<file path="src/rtl/pe_pkg.sv">
// Shared types and constants for the systolic MAC processing element.
// Holds the FSM state encoding, ERR bit positions and the default guard width.
// No logic; imported by the PE top and its sub-modules.
package pe_pkg;

  typedef enum logic {
    PE_IDLE  = 1'b0,
    PE_ACCUM = 1'b1
  } pe_state_e;

  // Bit positions inside the sticky ERR vector
  localparam int ERR_OVERRUN = 0;
  localparam int ERR_FRAME   = 1;

  // Accumulator bits kept above the full-width product
  localparam int PE_GUARD_W_DEF = 8;

endpackage

</file>
<file path="src/rtl/pe_multiplier.sv">
// Combinational DATA_W x DATA_W multiplier, signed or unsigned per signed_mode_i.
// Latency: 0 cycles (pure combinational).
// Backpressure: none; the caller decides when the product is used.
module pe_multiplier #(
  parameter int DATA_W = 8
) (
  input  logic [DATA_W-1:0]   a_i,
  input  logic [DATA_W-1:0]   b_i,
  input  logic                signed_mode_i,
  output logic [2*DATA_W-1:0] prod_o
);

  logic [2*DATA_W-1:0] a_ext;
  logic [2*DATA_W-1:0] b_ext;

  // Extend both operands to the product width; the low 2*DATA_W bits of the
  // extended product equal the exact signed or unsigned product.
  always_comb begin
    a_ext  = {{DATA_W{signed_mode_i & a_i[DATA_W-1]}}, a_i};
    b_ext  = {{DATA_W{signed_mode_i & b_i[DATA_W-1]}}, b_i};
    prod_o = a_ext * b_ext;
  end

endmodule

</file>
<file path="src/rtl/systolic_mac_pe.sv">
// Output-stationary systolic MAC cell with framed accumulation and a one-entry result buffer.
// Latency: operands/tags forwarded in 1 cycle; Result valid 1 cycle after the LAST beat.
// Backpressure: RES_READY drains the buffer; a commit into a full, stalled buffer is dropped (ERR[0]).
// Build option: define PE_SATURATE_EN to clamp accumulation instead of wrapping.
module systolic_mac_pe
  import pe_pkg::*;
#(
  parameter  int DATA_W  = 8,
  parameter  int GUARD_W = PE_GUARD_W_DEF,
  localparam int ACC_W   = 2*DATA_W + GUARD_W
) (
  input  logic              CLK,
  input  logic              ASYNC_RST,
  input  logic              SYNC_RST,
  input  logic              EN,
  input  logic              SIGNED_MODE,
  input  logic              IN_VALID,
  input  logic              IN_FIRST,
  input  logic              IN_LAST,
  input  logic [DATA_W-1:0] Input,
  input  logic [DATA_W-1:0] Weight,
  output logic [DATA_W-1:0] ToRight,
  output logic [DATA_W-1:0] ToDown,
  output logic              OUT_VALID,
  output logic              OUT_FIRST,
  output logic              OUT_LAST,
  output logic [ACC_W-1:0]  Result,
  output logic              RES_VALID,
  input  logic              RES_READY,
  output logic [1:0]        ERR
);

  logic [2*DATA_W-1:0] prod;
  logic [ACC_W-1:0]    prod_ext;
  logic [ACC_W-1:0]    add_sum;

  pe_state_e           state_q, state_d;
  logic [ACC_W-1:0]    acc_q, acc_d;
  logic                commit;
  logic [ACC_W-1:0]    commit_sum;
  logic                frame_err;

  logic [ACC_W-1:0]    res_q, res_d;
  logic                res_vld_q, res_vld_d;
  logic [1:0]          err_q, err_d;

  logic [DATA_W-1:0]   right_q, down_q;
  logic                out_vld_q, out_first_q, out_last_q;

  pe_multiplier #(.DATA_W(DATA_W)) u_mul (
    .a_i           (Input),
    .b_i           (Weight),
    .signed_mode_i (SIGNED_MODE),
    .prod_o        (prod)
  );

  // Widen the product to accumulator width and add it to the running sum
  always_comb begin
    prod_ext = {{GUARD_W{SIGNED_MODE & prod[2*DATA_W-1]}}, prod};
`ifdef PE_SATURATE_EN
    begin : g_sat
      logic [ACC_W:0] add_wide;
      add_wide = {SIGNED_MODE & acc_q[ACC_W-1], acc_q} + {SIGNED_MODE & prod_ext[ACC_W-1], prod_ext};
      add_sum  = add_wide[ACC_W-1:0];
      if (SIGNED_MODE) begin
        // Overflow when the extra sign bit disagrees with the result sign
        if (add_wide[ACC_W] != add_wide[ACC_W-1])
          add_sum = add_wide[ACC_W] ? {1'b1, {(ACC_W-1){1'b0}}} : {1'b0, {(ACC_W-1){1'b1}}};
      end else if (add_wide[ACC_W]) begin
        add_sum = '1;
      end
    end
`else
    add_sum = acc_q + prod_ext;
`endif
  end

  // Frame FSM: decides accumulator update, commit and framing errors per accepted beat
  always_comb begin
    state_d    = state_q;
    acc_d      = acc_q;
    commit     = 1'b0;
    commit_sum = add_sum;
    frame_err  = 1'b0;
    if (EN && IN_VALID) begin
      case (state_q)
        PE_IDLE: begin
          if (IN_FIRST && IN_LAST) begin
            commit     = 1'b1;
            commit_sum = prod_ext;
          end else if (IN_FIRST) begin
            acc_d   = prod_ext;
            state_d = PE_ACCUM;
          end else begin
            frame_err = 1'b1;
          end
        end
        PE_ACCUM: begin
          if (IN_FIRST) begin
            // Unexpected restart: drop the partial sum and begin again
            acc_d     = prod_ext;
            frame_err = 1'b1;
          end else if (IN_LAST) begin
            commit     = 1'b1;
            commit_sum = add_sum;
            state_d    = PE_IDLE;
          end else begin
            acc_d = add_sum;
          end
        end
        default: state_d = PE_IDLE;
      endcase
    end
  end

  // Result buffer and sticky errors; draining does not depend on EN
  always_comb begin
    res_d     = res_q;
    res_vld_d = res_vld_q;
    err_d     = err_q;
    if (res_vld_q && RES_READY) res_vld_d = 1'b0;
    if (commit) begin
      if (!res_vld_q || RES_READY) begin
        res_d     = commit_sum;
        res_vld_d = 1'b1;
      end else begin
        err_d[ERR_OVERRUN] = 1'b1;
      end
    end
    if (frame_err) err_d[ERR_FRAME] = 1'b1;
  end

  // State, accumulator, result buffer and error registers
  always_ff @(posedge CLK or negedge ASYNC_RST) begin
    if (!ASYNC_RST) begin
      state_q   <= PE_IDLE;
      acc_q     <= '0;
      res_q     <= '0;
      res_vld_q <= 1'b0;
      err_q     <= '0;
    end else if (SYNC_RST) begin
      state_q   <= PE_IDLE;
      acc_q     <= '0;
      res_q     <= '0;
      res_vld_q <= 1'b0;
      err_q     <= '0;
    end else begin
      state_q   <= state_d;
      acc_q     <= acc_d;
      res_q     <= res_d;
      res_vld_q <= res_vld_d;
      err_q     <= err_d;
    end
  end

  // Forward operands and tags to the neighbours whenever the array advances
  always_ff @(posedge CLK or negedge ASYNC_RST) begin
    if (!ASYNC_RST) begin
      right_q     <= '0;
      down_q      <= '0;
      out_vld_q   <= 1'b0;
      out_first_q <= 1'b0;
      out_last_q  <= 1'b0;
    end else if (SYNC_RST) begin
      right_q     <= '0;
      down_q      <= '0;
      out_vld_q   <= 1'b0;
      out_first_q <= 1'b0;
      out_last_q  <= 1'b0;
    end else if (EN) begin
      right_q     <= Input;
      down_q      <= Weight;
      out_vld_q   <= IN_VALID;
      out_first_q <= IN_FIRST;
      out_last_q  <= IN_LAST;
    end
  end

  assign ToRight   = right_q;
  assign ToDown    = down_q;
  assign OUT_VALID = out_vld_q;
  assign OUT_FIRST = out_first_q;
  assign OUT_LAST  = out_last_q;
  assign Result    = res_q;
  assign RES_VALID = res_vld_q;
  assign ERR       = err_q;

endmodule

</file>
<file path="config.mk">
export PLATFORM = sky130hd
export DESIGN_NAME = systolic_mac_pe
export DESIGN_NICKNAME = d
export VERILOG_FILES = /design/src/rtl/pe_pkg.sv /design/src/rtl/pe_multiplier.sv /design/src/rtl/systolic_mac_pe.sv
export SDC_FILE = /design/constraint.sdc
export NUM_CORES = 1
export LEC_CHECK = 0
export CORE_MARGIN = 1.5
export CORE_UTILIZATION = 50
export CTS_BUF_LIST = sky130_fd_sc_hd__clkbuf_8
export CTS_CLUSTER_SIZE = 12
export DETAILED_ROUTE_END_ITERATION = 8
export MAX_ROUTING_LAYER = met4
export PLACE_DENSITY = 0.74
export REMOVE_ABC_BUFFERS = 1
export SLEW_MARGIN = 10
export SYNTH_ARGS = -nofsm -noshare
export SYNTH_HDL_FRONTEND = slang
export SYNTH_SLANG_ARGS = --single-unit
</file>
<file path="constraint.sdc">
create_clock -name CLK -period 2.55 [get_ports CLK]
set_input_delay 0.51 -clock CLK [delete_from_list [all_inputs] [get_ports CLK]]
set_output_delay 0.51 -clock CLK [all_outputs]
set_load 0.005 [all_outputs]
</file>
# [Yosys cells after proc, flatten, opt, wreduce, memory -nomap -nowiden]
# Cells that the tools add are included.
[word_totals] register_bits=71 latch_bits=0 ram_bits=0 rom_bits=0 input_bits=25 output_inout_bits=46 wordCells=81 n_memories=0
[op_classes] add_sub_neg=1 n_mul=1 div=0 order_cmp=0 n_eq_ne=4 shift=0 muxes=47 bitwise_logic=4 reduce_logical=13
[ops] op="$mux 24" n=11
[ops] op="$pmux 24 s2" n=2
[ops] op="$mux 8" n=4
[ops] op="$mux 1" n=26
[ops] op="$add 24x24->24" n=1
[ops] op="$mul 9x9->16" n=1
[ops] op="$reduce_bool 2->1" n=5
[ops] op="$ne 3x3->1 const B" n=2
[ops] op="$pmux 1 s2" n=3
[ops] op="$ne 4x4->1 const B" n=1
[ops] op="$reduce_and 2->1" n=2
[ops] op="$reduce_and 4->1" n=1
[ops] op="$and 1x1->1" n=3
[ops] op="$logic_and 1x1->1" n=3
[ops] op="$mux 2" n=1
[ops] op="$ne 2x2->1 const B" n=1
[ops] op="$logic_not 1->1" n=1
[ops] op="$logic_or 1x1->1" n=1
[ops] op="$not 1->1" n=1

# [Depth between registers and ports, before layout]
[logic_depth] depth_word=10 mapped_depth=30 ltp_nobuf=29

# [Hierarchy]
# From an unflattened synthesis, not the netlist that was laid out.
[hier_totals] cells_unflattened=853 area_unflattened_um2=7365.8
[modules_own_cells] mod="systolic_mac_pe" n_inst=1 cells_each=525 area_per_inst_um2=4544.4 seq_area_each_um2=1776.7
[modules_own_cells] mod="pe_multiplier" n_inst=1 cells_each=328 area_per_inst_um2=2821.5 seq_area_each_um2=0.0

# [Worst setup path before layout]
# OpenSTA, ideal clock, no wires.
[synth_path] path_kind="input to register" from="input Weight[7]" to="register res_q[23] (netlist: Result[23])" setup_ns=0.094 arrival_time_ns=7.103 t_required_ns=2.456 setup_slack_ns=-4.647 path_stages=29 path_buffers=1 cell_sequence="clkbuf_1 nand2_1 or2_2 fa_1 fa_1 inv_1 fa_1 fa_1 inv_1 fa_1 inv_1 ha_1 o21a_1 o31a_4 nor4_4 o31ai_2 xnor2_2 nand2_2 inv_1 ha_1 a21o_1 a21oi_1 o211ai_1 o311ai_1 o2111ai_2 xnor2_1 nor2_1 xnor2_1 a211oi_1"
[synth_between] elab_chain_len=10
[synth_rtl] item="start, declared" line_no="systolic_mac_pe.sv:21" source="input logic [DATA_W-1:0] Weight,"
[synth_rtl] item="$and 1x1->1" line_no="pe_multiplier.sv:20" source="b_ext = {{DATA_W{signed_mode_i & b_i[DATA_W-1]}}, b_i};"
[synth_rtl] item="$mul 9x9->16 (*)" line_no="pe_multiplier.sv:21" source="prod_o = a_ext * b_ext;"
[synth_rtl] item="$and 1x1->1" line_no="systolic_mac_pe.sv:59" source="prod_ext = {{GUARD_W{SIGNED_MODE & prod[2*DATA_W-1]}}, prod};"
[synth_rtl] item="$add 24x24->24" line_no="systolic_mac_pe.sv:74" source="add_sum = acc_q + prod_ext;"
[synth_rtl] item="$mux 24" line_no="systolic_mac_pe.sv:88" source="if (IN_FIRST && IN_LAST) begin"
[synth_rtl] item="$pmux 24 s2" line_no="systolic_mac_pe.sv:86" source="case (state_q)"
[synth_rtl] item="$mux 24 (*)" line_no="systolic_mac_pe.sv:85" source="if (EN && IN_VALID) begin"
[synth_rtl] item="$mux 24 (*)" line_no="systolic_mac_pe.sv:123" source="if (!res_vld_q || RES_READY) begin"
[synth_rtl] item="$mux 24 (*)" line_no="systolic_mac_pe.sv:122" source="if (commit) begin"
[synth_rtl] item="$mux 24 (*)" line_no="systolic_mac_pe.sv:141" source="end else if (SYNC_RST) begin"
[synth_rtl] item="end signal, assigned" line_no="systolic_mac_pe.sv:150" source="res_q <= res_d;"
[synth_rtl] item="end, declared" line_no="systolic_mac_pe.sv:43" source="logic [ACC_W-1:0] res_q, res_d;"
# Mark *: on every way between the ends. The rest lies on a longest branch, timed or not. The select of a mux whose other input is x is not followed.
# A chain may end at the register's enable or synchronous reset.

# [Worst setup path in the final report]
[layout_path] from="input SIGNED_MODE" to="register acc_q[23]"
[layout_between] elab_chain_len=9 elab_cells_between_ends=12 cone_classes="1 x add/sub; 1 x mul; 7 x mux; 3 x bitwise"
[layout_rtl] item="start, declared" line_no="systolic_mac_pe.sv:16" source="input logic SIGNED_MODE,"
[layout_rtl] item="$and 1x1->1 (on tied branches)" line_no="pe_multiplier.sv:19, pe_multiplier.sv:20"
[layout_rtl] item="$mul 9x9->16" line_no="pe_multiplier.sv:21"
[layout_rtl] item="$and 1x1->1" line_no="systolic_mac_pe.sv:59"
[layout_rtl] item="$add 24x24->24" line_no="systolic_mac_pe.sv:74"
[layout_rtl] item="$mux 24" line_no="systolic_mac_pe.sv:103" source="end else if (IN_LAST) begin"
[layout_rtl] item="$mux 24" line_no="systolic_mac_pe.sv:99" source="if (IN_FIRST) begin"
[layout_rtl] item="$pmux 24 s2 (*)" line_no="systolic_mac_pe.sv:86"
[layout_rtl] item="$mux 24 (*)" line_no="systolic_mac_pe.sv:85"
[layout_rtl] item="$mux 24 (*)" line_no="systolic_mac_pe.sv:141"
[layout_rtl] item="end signal, assigned" line_no="systolic_mac_pe.sv:137" source="acc_q <= '0;"
[layout_rtl] item="end signal, assigned" line_no="systolic_mac_pe.sv:143" source="acc_q <= '0;"
[layout_rtl] item="end signal, assigned" line_no="systolic_mac_pe.sv:149" source="acc_q <= acc_d;"
[layout_rtl] item="end, declared" line_no="systolic_mac_pe.sv:38" source="logic [ACC_W-1:0] acc_q, acc_d;"
# Marks and branches as above.

==> impl_metrics.ini <==
[drt]
route.vias.total = 6736
routed_wirelength_mm = 21.8
avgRoutedWirePerCell_um = 18.2
drtPass1Iterations = 5
drtIter0Drc = 500
vias_per_cell = 5.61
ant_nets = 0
drc = 0

[grt]
first_global_vias = 6845
grt_pass1_wl_mm = 33.3
overflow = 0
track_usage = 0.297
antenna_found_initial = 0
grt_max_degree = 47

[critical_path]
crit_top_cell = fa_1
startpoint_type = primary input
timing.critical_path.slowest_cell_delay_ps = 560
crit_path_end_kind = flip-flop
reg2reg_to = acc_q[22]
rrSetupSlack_ps = -460
crit_type = primary input to flip-flop
worst-path-max-fanout = 4
critPathLaunch = SIGNED_MODE
reg2reg_from = acc_q[0]
cp.arrival_ps = 6790
reg2regPathDepth = 14
crit_slowest_cell = fa_1
cp_data_required_time_ps = 2780
crit_end = acc_q[23]

[floorplan]
coreArea_um2 = 13900
std_cell_rows = 43
initial_core_util = 0.512
die_x_um = 122
die_h_um = 122
dieArea_um2 = 14900
ios = 71

[synthesis]
synth-seq-cells = 71
synth-simple-area-share = 0.182
synth_seq_area_share = 0.250
synth_compound_area_frac = 0.142
syn_area_um2 = 7110
synth_fa_ha_area_frac = 0.280
synth_top_area_frac = 0.250
synth-main-ff-cell = dfrtp_1
avgSynthCellArea_um2 = 8.77
synth_edf_count = 0
synth_xor_area_frac = 0.0454
synth_top_family_by_area = adder cells
synthTopCellsByArea = dfrtp_1 25%, fa_1 18%, ha_1 9.9%, nor2_1 5.3%, inv_1 5.0%
yosysUniqueCellTypes = 58
muxShareOfSynthArea = 0.0285
synthCells = 811
ys_async_sr_fraction = 1.00
ys_warn_count = 0
yosysTopAreaCell = dfrtp_1

[clock_network]
cts_buffer_depth = 2
cts_tree = done
cts_sinks = 71
clock_latency_ps = 380
root_buffer = clkbuf_8
cts_hold_buf = 0
path_clk_slew_ps = 90
cts_buffers = 9
ctsHtreeMaxLevel = 3

[timing]
fin_ws_ps = -4010
fin_skew_ps = 13.4
fin_crit_sh = 2.57
fmax_ghz = 0.152
relSlewSlack = 0.573
finalMaxSlewViolations = 0
setup_viol = 42
worstMarginPinSlew_ps = 641
period_needed_ps = 6560
rsz0062_at_grt = yes
finalHoldViolCount = 0

[status]
status = finished with violations
violations = negative setup slack

[pwr]
max-vdd-ir-drop_mv = 0.804
total_leakage_power_uw = 0.00487
powerDensity_nw_per_um2 = 1280
power_uw = 13200

[final_layout]
fillers = 958
ff_latch_area_um2 = 1780
final_common_cell = buf_4
final_cell_mix = 135 x buf_4, 96 x nor2_1, 76 x inv_1
num_antenna_cells = 0
multi_input_area_um2 = 5690
fin_cells = 1201
final_area_um2 = 10300
drive_above_1_share = 0.341
final_nets = 1161
area_growth_pct = 45.2

[place]
dp_cells = 1154
routabilityCongestion = 0.899
dpl_cell_area_um2 = 8940
hpwl_mm = 14.1
numPortBuffers = 70

[hold_path]
min_path_type = primary input to async pin

[job]
drv_cap = 0
[per-stage QoR]
| stage | util | setup TNS (ps) | worst slack [ps] | hold WS, ps |
|---|---|---|---|---|
| 2_1_floorplan | - | -129820 | -4390 | 214 |
| 3_3_place_gp | 0.644 | -167170 | -4840 | 491 |
| 3_5_place_dp | 0.644 | -173940 | -5120 | 491 |
| 4_1_cts | 0.715 | -123420 | -3910 | 142 |
| 5_1_grt | 0.744 | -134150 | -4240 | 168 |
| 6_report | 0.744 | -126500 | -4010 | 137 |
[power breakdown]
group / leakage, uW / switching [uW] / internal, uW
logic: 0.00381 / 5360 / 5740
registers: 0.000968 / 42.9 / 1180
clock network: 0.0000903 / 512 / 383
[synthesized netlist by cell type (6+ instances only)]
cell type	n
a211oi_1	15
a21o_1	8
a21oi_1	42
a311oi_1	12
and2_1	38
clkbuf_1	36
dfrtp_1	71
fa_1	64
ha_1	56
inv_1	94
mux2i_1	18
nand2_1	83
nand3_1	8
nor2_1	100
nor2b_1	7
nor3_1	22
o211ai_1	10
o21a_1	7
o21ai_0	18
o21bai_1	6
xnor2_1	24
xor2_1	11
[per-layer routing]
layer | wire (um) | share of wire | global-route usage | up-vias
met5 | 0 | 0 | - | -
met4 | 665 | 0.030 | 0.111 | 0
met3 | 1380 | 0.063 | 0.0646 | 54
met2 | 10900 | 0.50 | 0.478 | 281
met1 | 8940 | 0.41 | 0.369 | 3316
li1 | - | - | - | 3085
[how the worst min path moves through the flow]
stage / start / end / slack (ps) / depth (start not counted)
finish: ASYNC_RST / Result[18] / 140 / 1
global route: ASYNC_RST / Result[18] / 170 / 1
CTS: ASYNC_RST / Result[18] / 140 / 1
detailed placement: ERR[1] / ERR[1] / 490 / 2
global placement: ERR[1] / ERR[1] / 490 / 2
floorplan: ASYNC_RST / ERR[0] / 210 / 0
[area by class of cell]
cell class                      instances  area share
Inverter                               94      0.0349
Timing Repair Buffer                  235       0.203
Clock inverter                          6     0.00436
Clock buffer                           10      0.0133
Multi-Input combinational cell        605       0.551
Tap cell                              180      0.0218
Sequential cell                        71       0.172
[cells by family after synthesis]
logic type                 after synthesis
AOI/OAI and AO/OA                      148
and+or+nand+nor                        281
DFF                                     71
buffers and inverters                  135
adders and majority gates              121
xor gates and xnor gates                36
muxes                                   19
[worst max-delay path: cells and delay by family]
kind | cells | cell delay, ps
muxes | 1 | 280
buffers and inverters | 8 | 720
AOI/OAI and AO/OA | 9 | 1600
and+or+nand+nor | 4 | 450
adders and majority gates | 7 | 3040
xor gates and xnor gates | 1 | 180
[flip-flops by register name, indices dropped and copies added, names as in the netlist]
signal	cells
RES_VALID	1
Result	24
OUT_LAST	1
ToDown	8
ERR	2
OUT_FIRST	1
OUT_VALID	1
acc_q	24
state_q	1
ToRight	8
[what timing repair did]
action | 4_1_cts | 5_1_grt
endpoints found under the setup margin | 44 | 44
pin swaps | 91 | 77
resized for setup | 201 | 76
setup buffers | 21 | 12
gates cloned | 0 | 0
No activity file was read; power rests on OpenSTA's default activity.
